$ cat src/rtl/text_cmd_engine.sv
// Text-mode VRAM command engine: buffers CPU cell writes and runs bulk clear/fill/scroll ops.
// Latency: a CPU write reaches vram_we one cycle after push into an empty FIFO; ops take a fixed cycle count from accept to done.
// Backpressure: cpu_ready drops when the write FIFO is full; cmd_ready is high only when idle, the FIFO is empty and no pop is in flight.
// Ports: clk/rst (sync, active-high); cpu_we/cpu_waddr/cpu_wdata/cpu_ready write path;
//        cmd_valid/cmd_op/cmd_line/cmd_char/cmd_ready command path; busy/done/err status;
//        vram_we/vram_waddr/vram_wdata write port, vram_re/vram_raddr/vram_rdata read port (rdata one cycle after re).
module text_cmd_engine #(
    parameter int COLS       = 80,
    parameter int ROWS       = 30,
    parameter int COL_BITS   = 8,
    parameter int ADDR_W     = 16,
    parameter int FIFO_DEPTH = 4
) (
    input  logic              clk,
    input  logic              rst,
    input  logic              cpu_we,
    input  logic [ADDR_W-1:0] cpu_waddr,
    input  logic [7:0]        cpu_wdata,
    output logic              cpu_ready,
    input  logic              cmd_valid,
    input  logic [1:0]        cmd_op,
    input  logic [7:0]        cmd_line,
    input  logic [7:0]        cmd_char,
    output logic              cmd_ready,
    output logic              busy,
    output logic              done,
    output logic              err,
    output logic              vram_we,
    output logic [ADDR_W-1:0] vram_waddr,
    output logic [7:0]        vram_wdata,
    output logic              vram_re,
    output logic [ADDR_W-1:0] vram_raddr,
    input  logic [7:0]        vram_rdata
);
    localparam int PTR_W = $clog2(FIFO_DEPTH);
    localparam logic [7:0] ROW_LAST = 8'(ROWS - 1);
    localparam logic [8:0] ROWS_9 = 9'(ROWS);
    localparam logic [1:0] OP_CLEAR_ALL  = 2'd0;
    localparam logic [1:0] OP_CLEAR_LINE = 2'd1;
    localparam logic [1:0] OP_FILL_ALL   = 2'd3;

    typedef enum logic [2:0] {IDLE, FILL, SC_RD, SC_WR, DONE} state_t;

    function automatic logic [ADDR_W-1:0] cell_addr(input logic [7:0] r, input logic [COL_BITS-1:0] c);
        return ADDR_W'({r, c});
    endfunction

    state_t               state_q, state_d;
    logic [7:0]           row_q, row_d, end_row_q, end_row_d;
    logic [COL_BITS-1:0]  col_q, col_d;
    logic [7:0]           char_q, char_d;
    logic                 err_q, err_d;
    logic                 col_last;

    logic                 eng_we, eng_re;
    logic [ADDR_W-1:0]    eng_waddr, eng_raddr;
    logic [7:0]           eng_wdata;

    // Write buffer: entries are {addr, data}
    logic [ADDR_W+7:0]    mem [FIFO_DEPTH];
    logic [PTR_W-1:0]     wr_ptr, rd_ptr;
    logic [PTR_W:0]       count;
    logic                 fifo_full, fifo_empty;
    logic                 push, push_store, pop, bypass, cmd_acc;
    logic                 pop_vld_q;
    logic [ADDR_W-1:0]    pop_addr_q;
    logic [7:0]           pop_data_q;

    assign fifo_full  = (count == (PTR_W+1)'(FIFO_DEPTH));
    assign fifo_empty = (count == '0);
    assign cpu_ready  = !fifo_full;
    assign cmd_ready  = (state_q == IDLE) && fifo_empty && !pop_vld_q;
    assign cmd_acc    = cmd_valid && cmd_ready;
    assign push       = cpu_we && cpu_ready;
    assign pop        = (state_q == IDLE) && !fifo_empty;
    // An idle engine with an empty buffer forwards the incoming write straight to the
    // output register, unless a command is starting this cycle and will own the port.
    assign bypass     = (state_q == IDLE) && fifo_empty && push && !cmd_acc;
    assign push_store = push && !bypass;
    assign col_last   = (col_q == COL_BITS'(COLS - 1));

    always_ff @(posedge clk) begin
        if (push_store) mem[wr_ptr] <= {cpu_waddr, cpu_wdata};
    end

    always_ff @(posedge clk) begin
        if (rst) begin
            wr_ptr     <= '0;
            rd_ptr     <= '0;
            count      <= '0;
            pop_vld_q  <= 1'b0;
            pop_addr_q <= '0;
            pop_data_q <= '0;
        end else begin
            if (push_store) wr_ptr <= wr_ptr + PTR_W'(1);
            if (pop)        rd_ptr <= rd_ptr + PTR_W'(1);
            case ({push_store, pop})
                2'b10:   count <= count + (PTR_W+1)'(1);
                2'b01:   count <= count - (PTR_W+1)'(1);
                default: ;
            endcase
            pop_vld_q <= pop || bypass;
            if (pop) begin
                pop_addr_q <= mem[rd_ptr][ADDR_W+7:8];
                pop_data_q <= mem[rd_ptr][7:0];
            end else if (bypass) begin
                pop_addr_q <= cpu_waddr;
                pop_data_q <= cpu_wdata;
            end
        end
    end

    always_ff @(posedge clk) begin
        if (rst) begin
            state_q   <= IDLE;
            row_q     <= '0;
            col_q     <= '0;
            end_row_q <= '0;
            char_q    <= '0;
            err_q     <= 1'b0;
        end else begin
            state_q   <= state_d;
            row_q     <= row_d;
            col_q     <= col_d;
            end_row_q <= end_row_d;
            char_q    <= char_d;
            err_q     <= err_d;
        end
    end

    always_comb begin
        state_d   = state_q;
        row_d     = row_q;
        col_d     = col_q;
        end_row_d = end_row_q;
        char_d    = char_q;
        err_d     = err_q;
        eng_we    = 1'b0;
        eng_re    = 1'b0;
        eng_waddr = '0;
        eng_raddr = '0;
        eng_wdata = '0;
        case (state_q)
            IDLE: begin
                if (cmd_acc) begin
                    err_d     = 1'b0;
                    row_d     = '0;
                    col_d     = '0;
                    end_row_d = ROW_LAST;
                    char_d    = 8'h20;
                    case (cmd_op)
                        OP_CLEAR_ALL: state_d = FILL;
                        OP_FILL_ALL: begin
                            state_d = FILL;
                            char_d  = cmd_char;
                        end
                        OP_CLEAR_LINE: begin
                            if ({1'b0, cmd_line} < ROWS_9) begin
                                row_d     = cmd_line;
                                end_row_d = cmd_line;
                                state_d   = FILL;
                            end else begin
                                err_d   = 1'b1;
                                state_d = DONE;
                            end
                        end
                        default: begin
                            // With a single row there is nothing to move; only the blank fill remains.
                            if (ROWS == 1) begin
                                state_d = FILL;
                            end else begin
                                row_d   = 8'd1;
                                state_d = SC_RD;
                            end
                        end
                    endcase
                end
            end
            FILL: begin
                eng_we    = 1'b1;
                eng_waddr = cell_addr(row_q, col_q);
                eng_wdata = char_q;
                if (col_last) begin
                    col_d = '0;
                    if (row_q == end_row_q) state_d = DONE;
                    else                    row_d   = row_q + 8'd1;
                end else begin
                    col_d = col_q + COL_BITS'(1);
                end
            end
            SC_RD: begin
                eng_re    = 1'b1;
                eng_raddr = cell_addr(row_q, col_q);
                state_d   = SC_WR;
            end
            SC_WR: begin
                // vram_rdata now holds cell (row, col) read in the previous cycle.
                eng_we    = 1'b1;
                eng_waddr = cell_addr(row_q - 8'd1, col_q);
                eng_wdata = vram_rdata;
                state_d   = SC_RD;
                if (col_last) begin
                    col_d = '0;
                    if (row_q == ROW_LAST) begin
                        state_d = FILL;
                        char_d  = 8'h20;
                    end else begin
                        row_d = row_q + 8'd1;
                    end
                end else begin
                    col_d = col_q + COL_BITS'(1);
                end
            end
            DONE:    state_d = IDLE;
            default: state_d = IDLE;
        endcase
    end

    // FIFO pops only land while idle and no command can start then, so the two
    // write sources never overlap.
    assign vram_we    = !rst && (pop_vld_q || eng_we);
    assign vram_waddr = rst ? '0 : (pop_vld_q ? pop_addr_q : eng_waddr);
    assign vram_wdata = rst ? '0 : (pop_vld_q ? pop_data_q : eng_wdata);
    assign vram_re    = !rst && eng_re;
    assign vram_raddr = rst ? '0 : eng_raddr;
    assign busy       = !rst && (state_q != IDLE);
    assign done       = !rst && (state_q == DONE);
    assign err        = !rst && err_q;
endmodule

$ cat config.mk
export PLATFORM = sky130hd
export DESIGN_NAME = text_cmd_engine
export DESIGN_NICKNAME = d
export VERILOG_FILES = /design/src/rtl/text_cmd_engine.sv
export SDC_FILE = /design/constraint.sdc
export NUM_CORES = 1
export LEC_CHECK = 0
export BUFFER_PORTS_ARGS = -buffer_cell sky130_fd_sc_hd__buf_2
export CAP_MARGIN = 20
export CORE_MARGIN = 2
export CORE_UTILIZATION = 40
export CTS_CLUSTER_SIZE = 20
export DETAILED_ROUTE_END_ITERATION = 6
export PLACE_DENSITY_LB_ADDON = 0.08
export SYNTH_ARGS = -nofsm -noshare
export SYNTH_HDL_FRONTEND = slang
export SYNTH_SLANG_ARGS = --single-unit
export TNS_END_PERCENT = 5
$ cat constraint.sdc
create_clock -name clk -period 3.1 [get_ports clk]
set_input_delay 0.775 -clock clk [delete_from_list [all_inputs] [get_ports clk]]
set_output_delay 0.775 -clock clk [all_outputs]
set_load 0.05 [all_outputs]
---- Yosys cells after proc, flatten, opt, wreduce, memory -nomap -nowiden ----
Memories as Yosys holds them, arrays and structs flattened. A register that Yosys moved wholly into a read port is not among the register bits.
Cells that the tools add are included.
storage, ports and cells
  register bits ........................... 68
  bits in writable memories ............... 96
  bits of input ports ..................... 54
  output and inout port bits .............. 47
  memories kept ........................... 1
memory list
  name  words  width  rd ports  clocked after memory_dff  write ports  line  source
  mem   4      24     1         1                         1            60    logic [ADDR_W+7:0] mem [FIFO_DEPTH];
cells by class
  $add $sub $neg .......................... 7
  order comparisons ....................... 1
  eq/ne operators ......................... 19
  mux-type cells .......................... 47
  reduce and logical (&&, ||, !) cells .... 37
operator list
  cell                   count
  $mux W8                18
  $mux W16               6
  $pmux W8 S2            4
  $pmux W16 S2           1
  $pmux W8 S3            1
  $add A8 B1 Y8 const B  2
  $ne A2 B2 Y1 const B   7
  $logic_and A1 B1 Y1    13
  $mux W3                4
  $pmux W3 S2            2
  $pmux W3 S4            1
  $eq A8 B5 Y1 const B   1
  $eq A8 B7 Y1 const B   1
  $eq A8 B8 Y1           1
  $lt A8 B5 Y1 const B   1
  $mux W2                4
  $reduce_bool A2 Y1     4
  $sub A8 B1 Y8 const B  1
  $eq A3 B2 Y1 const B   2
  $eq A3 B3 Y1 const B   2
  $logic_not A1 Y1       6
  $logic_not A3 Y1       2
  $mux W1                6
  $reduce_and A6 Y1      1
  13 further kinds       20

---- Longest topological paths before layout ----
Gate-level depths: netlist of run 1.
  depth after elaboration ................. 10
  mapped depth ............................ 12
  gate-level depth less buffers ........... 10

---- Least setup slack after synthesis of run 1 ----
No wires, ideal clock.
  path type ............................... input -> output
  from .................................... input port rst
  to ...................................... output port vram_raddr[15]
  arrival ................................. 2,680 ps
  setup slack ............................. -355 ps
  stages .................................. 3
  cells stage by stage .................... clkbuf_1 clkbuf_1 nor4_1
on the way
  cells in the longest elaborated chain, start to end .. 1
RTL lines
  what             line  source
  start, declared  15    input logic rst,
  $mux W16         225   assign vram_raddr = rst ? '0 : eng_raddr;
  end, declared    32    output logic [ADDR_W-1:0] vram_raddr,
Every way passes these cells.

---- Worst setup path after layout of run 1 ----
  from .................................... register row_q[0]
  to ...................................... output port vram_waddr[14]
on the way
  cells in the longest elaborated chain, start to end .. 4
RTL lines
  what                    line  source
  start, declared         49    logic [7:0] row_q, row_d, end_row_q, end_row_d;
  start signal, assigned  123   row_q <= row_d;
  $sub A8 B1 Y8           199   eng_waddr = cell_addr(row_q - 8'd1, col_q);
  $pmux W16 S2            143   case (state_q)
  $mux W16 (2 in series)  222   assign vram_waddr = rst ? '0 : (pop_vld_q ? pop_addr_q : eng_waddr);
  end, declared           29    output logic [ADDR_W-1:0] vram_waddr,
Every way passes these cells.

==> flow_metrics.tcl, run 1 <==
set metrics [dict create \
    status "finished, final reports clean" \
    cts_tree "yes" \
    synth_nets 730 \
    ys_seq_area_share_pct 53.8 \
    async_flop_share_pct 0 \
    dp_cells 1008 \
    core_area_um2 19500 \
    worstSetupPathType "reg2out" \
    finClkSkew_ps 11.9 \
    n_antenna_cell 0 \
    p_leak_nw 3.48 \
    crit_arrival_ps 2200 \
    cp_cell_sequence "inv_1, ha_1, nand2_1, nor4b_2, xor2_1, a22oi_1, nor2_1, clkbuf_4" \
    vias 5660 \
    post_cts_buffers 0 \
    peakVddDrop_uv 395 \
    initial_utilization_pct 40.8 \
    postLayoutCellArea_um2 9380 \
    ys_seq_elements 166 \
    rows 51 \
    grt_pass1_vias 5776 \
    setup_viol 0 \
    synthCells 663 \
    period_minus_slack_ps 2980 \
    h-tree-depth 4 \
    fin_cells 1040 \
    hold_viol 0 \
    worstPathRequired_ps 2320 \
    drive_gt1_share_pct 29.8 \
    grt_max_degree 49 \
    root_buffer "clkbuf_16" \
    remaining_drc_errors 0 \
    drt_wl_total_um 20700 \
    place_ws_ps 434 \
    combinationalPowerShare_pct 38.2 \
    firstDrtPassIters 4 \
    ys_types 65 \
    tns_ps 0 \
    routed_via_density 5.44 \
    grt_setup_unrepaired "true" \
    dp_hpwl_um 14400 \
    clkLatencyLatePin_ps 430 \
    port-buffer-count 100 \
    clkPwrFrac_pct 25.4 \
    ctsLongestPathBuffers 2 \
    final_max_slew_viol_count 0 \
    synth.area.top_cells "edfxtp_1, dfxtp_1, mux4_2, nor2_1, mux2i_1" \
    grt_usage_pct 19.9 \
    maxCapViolations 0 \
    endpoint "vram_waddr[14]" \
    utilization_pct 48.0 \
    grt-ovfl-total 0 \
    r2r_slack_ps 500 \
    seqPwrFrac_pct 36.4 \
    die_w_um 145 \
    die_y_um 145 \
    cp-end-kind "output pin" \
    critPathMaxStageDelay_ps 410 \
    worstSetupStartpoint "row_q[0]" \
    ios 101 \
    cpMaxStageDelayCell "dfxtp_1" \
    clk_pin_slew_worst_paths_ps 70 \
    syn_area_per_cell_um2 12.0 \
    drtIter0Drc 380 \
    fmax_mhz 336 \
    rr_startpoint "state_q[0]" \
    dieArea_um2 21000 \
    synth_edf_count 96 \
    yosysTopAreaCell "edfxtp_1" \
    ant_nets 0 \
    worstPathMaxFanout 9 \
    setup_slack_ps 123 \
    finalNetCount 829 \
    worst_pin_slew_ps 620 \
    clock-sinks 166 \
    dpl-instance-area_um2 8770 \
    reg2regPathDepth 10 \
    grt_antenna_before_repair 0 \
    switching_share_pct 37.6 \
    yosysTopAreaCellShare_pct 36.2 \
    ys.flop_type "edfxtp_1" \
    maxSlewHeadroom_pct 58.6 \
    period_share_pct 96.0 \
    timing.rr.end "count[2]" \
    crit_path_start_kind "flip-flop" \
    p_per_area_nw_per_um2 896 \
    globalplace.congestion 0.894 \
    hold_class "reg2reg" \
    synthToLayoutAreaGrowth_pct 17.8 \
    p_sw_w 0.00316 \
    internal_power_w 0.00524 \
    post_drt_wl_per_cell_um 19.9 \
    ys_warn_count 0 \
    synth_area_um2 7960 \
    cts_inserted_buffers 17 \
    grt_pass1_wl_um 32600 \
]
## critical path, delay by kind of cell, from the launching register on
kind / cells / cell delay [ps]
XOR/XNOR: 1 / 220
adder cells (fa/ha/maj): 1 / 150
AND/OR/NAND/NOR: 3 / 500
buffers and inverters: 2 / 390
flip-flops: 1 / 410
AO/OA/AOI/OAI: 1 / 100
## cells in the final DEF, fill, tap and decap left out, types with 3 or more instances in the layout
master,Yosys,layout
nor2_1,85,84
buf_4,1,31
nor4_1,4,4
a41oi_1,3,3
xor2_1,16,16
buf_2,16,98
edfxtp_1,96,96
a21oi_1,36,36
ha_1,12,12
dfxtp_1,70,68
inv_1,14,14
mux2i_1,24,24
and3_1,10,10
inv_6,0,4
or3_1,3,3
nand2_1,21,20
mux4_2,24,24
o21ai_0,18,18
a211oi_2,17,17
a22oi_1,17,17
xnor2_1,6,6
nand4_1,12,12
a32oi_1,4,4
nor4b_2,2,3
nor3_1,14,14
a31oi_1,6,6
a211oi_1,13,13
nand3b_1,11,11
nor3b_1,3,3
and2_1,14,14
mux2_2,8,8
nand2b_1,3,3
clkbuf_16,0,17
nand3_1,10,10
## synthesized netlist by cell type, types with 16 or more instances
master,instances
a211oi_2,17
a21oi_1,36
a22oi_1,17
buf_2,16
clkbuf_1,26
dfxtp_1,70
edfxtp_1,96
mux2i_1,24
mux4_2,24
nand2_1,21
nor2_1,85
o21ai_0,18
xor2_1,16
## power groups by stage
stage | clock, W | sequential [W] | combinational, W
floorplan | 0 | 0.00297 | 0.00256
global placement | 0 | 0.00308 | 0.00319
detailed placement | 0 | 0.00310 | 0.00321
CTS | 0.00218 | 0.00306 | 0.00324
global route | 0.00227 | 0.00311 | 0.00351
finish | 0.00213 | 0.00306 | 0.00321
## how the worst min path moves through the flow
stage                          from        end  slack (ps)  cells past startpoint
after global routing      char_q[7]  char_q[7]         500                      2
after CTS                 char_q[3]  char_q[3]         480                      2
after global placement    char_q[0]  char_q[0]         460                      2
after floorplan           char_q[0]  char_q[0]         450                      2
final                     char_q[3]  char_q[3]         470                      2
after detailed placement  char_q[3]  char_q[3]         460                      2
## metrics by stage
stage / power [W] / hold slack (ps)
floorplan: 0.00553 / 447
global placement: 0.00627 / 458
detailed placement: 0.00631 / 465
CTS: 0.00848 / 476
global route: 0.00889 / 497
finish: 0.00840 / 475
## final cells by class
class | count | area [um^2]
Fill cell | 1812 | 10100
Sequential cell | 166 | 4290
Multi-Input combinational cell | 430 | 3350
Timing Repair Buffer | 132 | 762
Clock buffer | 20 | 447
Tap cell | 265 | 332
Clock inverter | 12 | 144
Inverter | 15 | 56.3
## metal layers
metal,up-vias,routed length [um],GRT usage [%]
li1,2704,-,-
met1,2797,9490,26.6
met4,0,369,6.13
met3,24,825,4.40
met5,-,0,0
met2,135,10000,32.7
## sequential cells by signal, indices dropped and copies added (netlist names), named ones only
| signal | count |
|---|---|
| char_q | 8 |
| end_row_q | 8 |
| err_q | 1 |
| count | 3 |
| pop_vld_q | 1 |
| col_q | 8 |
| row_q | 8 |
| rd_ptr | 2 |
| pop_data_q | 8 |
| state_q | 3 |
| wr_ptr | 2 |
| pop_addr_q | 16 |
| mem | 96 |
## what timing repair did
item	4_1_cts	5_1_grt
setup endpoints to repair	6	14
resized for setup	2	4
gates cloned	0	0
hold buffers	0	0
## cells by family after synthesis
| kind of cell | after synthesis | synth area share (%) |
|---|---|---|
| compound gates | 134 | 12.8 |
| xor+xnor | 22 | 2.42 |
| fa+ha+maj | 13 | 2.14 |
| buf+inv | 67 | 4.26 |
| flops | 166 | 53.8 |
| mux | 56 | 10.9 |
| simple gates | 205 | 13.6 |
Note: power is estimated with default switching activity, not from simulation.
==> run 2, diff against run 1 <==
BUFFER_PORTS_ARGS = -buffer_cell sky130_fd_sc_hd__buf_4   (was -buffer_cell sky130_fd_sc_hd__buf_2)
REMOVE_ABC_BUFFERS = 1   (was unset)
==> run 2 against run 1 <==
Effect of this change:
- flip-flop and latch count unchanged
- via count increased by 0.99%
- first-iteration DRC count increased by 20%
- clock skew decreased by 4.0 ps
- total power increased by 0.21%
- largest power group unchanged
==> flow_metrics.tcl, run 2 (same netlist as run 1, synthesis figures left out) <==
set metrics [dict create \
    hold_start "char_q[2]" \
    dp_hpwl_um 13500 \
    ant_nets 0 \
    ctsResizeCount 0 \
    routed_via_density 5.50 \
    dieArea_um2 21000 \
    cpMaxStageDelayCell "dfxtp_1" \
    crit_arrival_ps 2170 \
    hold_buffers 0 \
    root_buffer "clkbuf_16" \
    die_w_um 145 \
    path_delay_family "simple AND/OR/NAND/NOR gates" \
    initial_utilization_pct 40.8 \
    remaining_drc_errors 0 \
    fmax_mhz 339 \
    r2r_slack_ps 560 \
    p_leak_nw 3.52 \
    h-tree-depth 4 \
    grt_pass1_vias 5898 \
    holdWs_ps 479 \
    whs_path_depth 2 \
    ctsLongestPathBuffers 2 \
    grt_usage_pct 19.5 \
    grt_antenna_before_repair 0 \
    die_y_um 145 \
    grt_pass1_wl_um 32400 \
    cp-end-kind "output pin" \
    status "finished, final reports clean" \
    rows 51 \
    firstDrtPassIters 7 \
    hold_class "reg2reg" \
    cp_cell_sequence "inv_1, ha_1, nand2_1, nor4b_2, xor2_1, a22oi_1, nor2_2, buf_6" \
    rr_startpoint "state_q[0]" \
    core_area_um2 19500 \
    globalplace.congestion 0.893 \
    finalNetCount 828 \
    drtIter0Drc 455 \
    grt_setup_unrepaired "false" \
    setup_viol 0 \
    final_max_slew_viol_count 0 \
    reg2regPathDepth 10 \
    post_cts_buffers 0 \
    layout_commonest_cell "buf_4" \
    worstPathRequired_ps 2320 \
    tns_ps 0 \
    ios 101 \
    clk_pin_slew_worst_paths_ps 70 \
    vias 5716 \
    port-buffer-count 100 \
    hold_viol 0 \
    clkLatencyLatePin_ps 430 \
    crit_path_start_kind "flip-flop" \
    critPathMaxStageDelay_ps 370 \
    cp.buffers_inverters 2 \
    max_flop_register "mem" \
    grt-ovfl-total 0 \
    finClkSkew_ps 7.97 \
    period_minus_slack_ps 2950 \
    synthToLayoutAreaGrowth_pct 20.9 \
    worstPathMaxFanout 5 \
    grt_max_degree 49 \
    timing.rr.end "count[2]" \
    most-common-layout-cells "buf_4, edfxtp_1, nor2_1" \
    maxCapViolations 0 \
    p_per_area_nw_per_um2 875 \
    post_drt_wl_per_cell_um 19.6 \
    drt_wl_total_um 20300 \
    reg_top3 "mem x96, pop_addr_q x16" \
    worst_pin_slew_ps 738 \
    cts_inserted_buffers 17 \
    hold_end "char_q[2]" \
    n_antenna_cell 0 \
    maxSlewHeadroom_pct 50.7 \
    peakVddDrop_uv 490 \
    clock-sinks 166 \
    period_share_pct 95.1 \
    worstSetupPathType "reg2out" \
    largest_reg_flops 96 \
    drive_gt1_share_pct 29.6 \
    cts_tree "yes" \
]
[run 2: cell count changes in the layout (fill, tap and decap cells not counted), sizes merged]
cell / change
clkinv: +2
clkinvlp: -1
inv: +4
bufinv: -2
clkbuf: -4
[run 2: area by class of cell]
type	count	area (um^2)
Fill cell	1831	9910
Sequential cell	166	4280
Multi-Input combinational cell	430	3350
Timing Repair Buffer	131	1010
Clock buffer	17	425
Tap cell	265	332
Clock inverter	15	158
Inverter	15	56.3
[run 2: worst max path at each step]
stage / cells after the start / end / slack (ps) / from
4_1_cts: 8 / vram_waddr[14] / 30 / row_q[0]
2_1_floorplan: 3 / vram_raddr[0] / -730 / state_q[1]
3_5_place_dp: 10 / count[2] / 470 / cmd_valid
5_1_grt: 8 / vram_waddr[14] / 7 / row_q[0]
3_3_place_gp: 4 / vram_waddr[14] / 490 / rst
6_report: 8 / vram_waddr[14] / 150 / row_q[0]
[run 2: power breakdown]
group	leakage (nW)	switching, W	internal, W	total [W]
Sequential	1.45	0.000252	0.00279	0.00304
Clock	0.285	0.000998	0.00108	0.00208
Combinational	1.79	0.00199	0.00132	0.00330
Total	3.52	0.00324	0.00518	0.00842
[run 2: layer usage]
layer	vias to the layer above	share of wire, %	wire [um]	track usage (%)
met2	139	49	9880	32.4
met1	2860	46	9360	26.5
met4	0	1.1	214	4.17
li1	2696	-	-	-
met3	21	4.4	890	4.31
met5	-	0	0	0
[run 2: worst min-delay path: cells and delay by family, from the launching register on]
family	cells	cell delay, ps
AOI/OAI and AO/OA	2	120
DFF	1	310
[run 2: stage by stage]
stage                     setup slack (ps)  util (%)  cells  area [um^2]  total power [W]
after floorplan                       -728         -    611         7680          0.00529
after global placement                 488      46.2   1007         9020          0.00634
final                                  153      49.3   1039         9620          0.00842
after CTS                             28.3      49.2   1039         9610          0.00849
after detailed placement               468      46.2   1007         9020          0.00639
after global routing                  6.65      49.3   1039         9620          0.00889
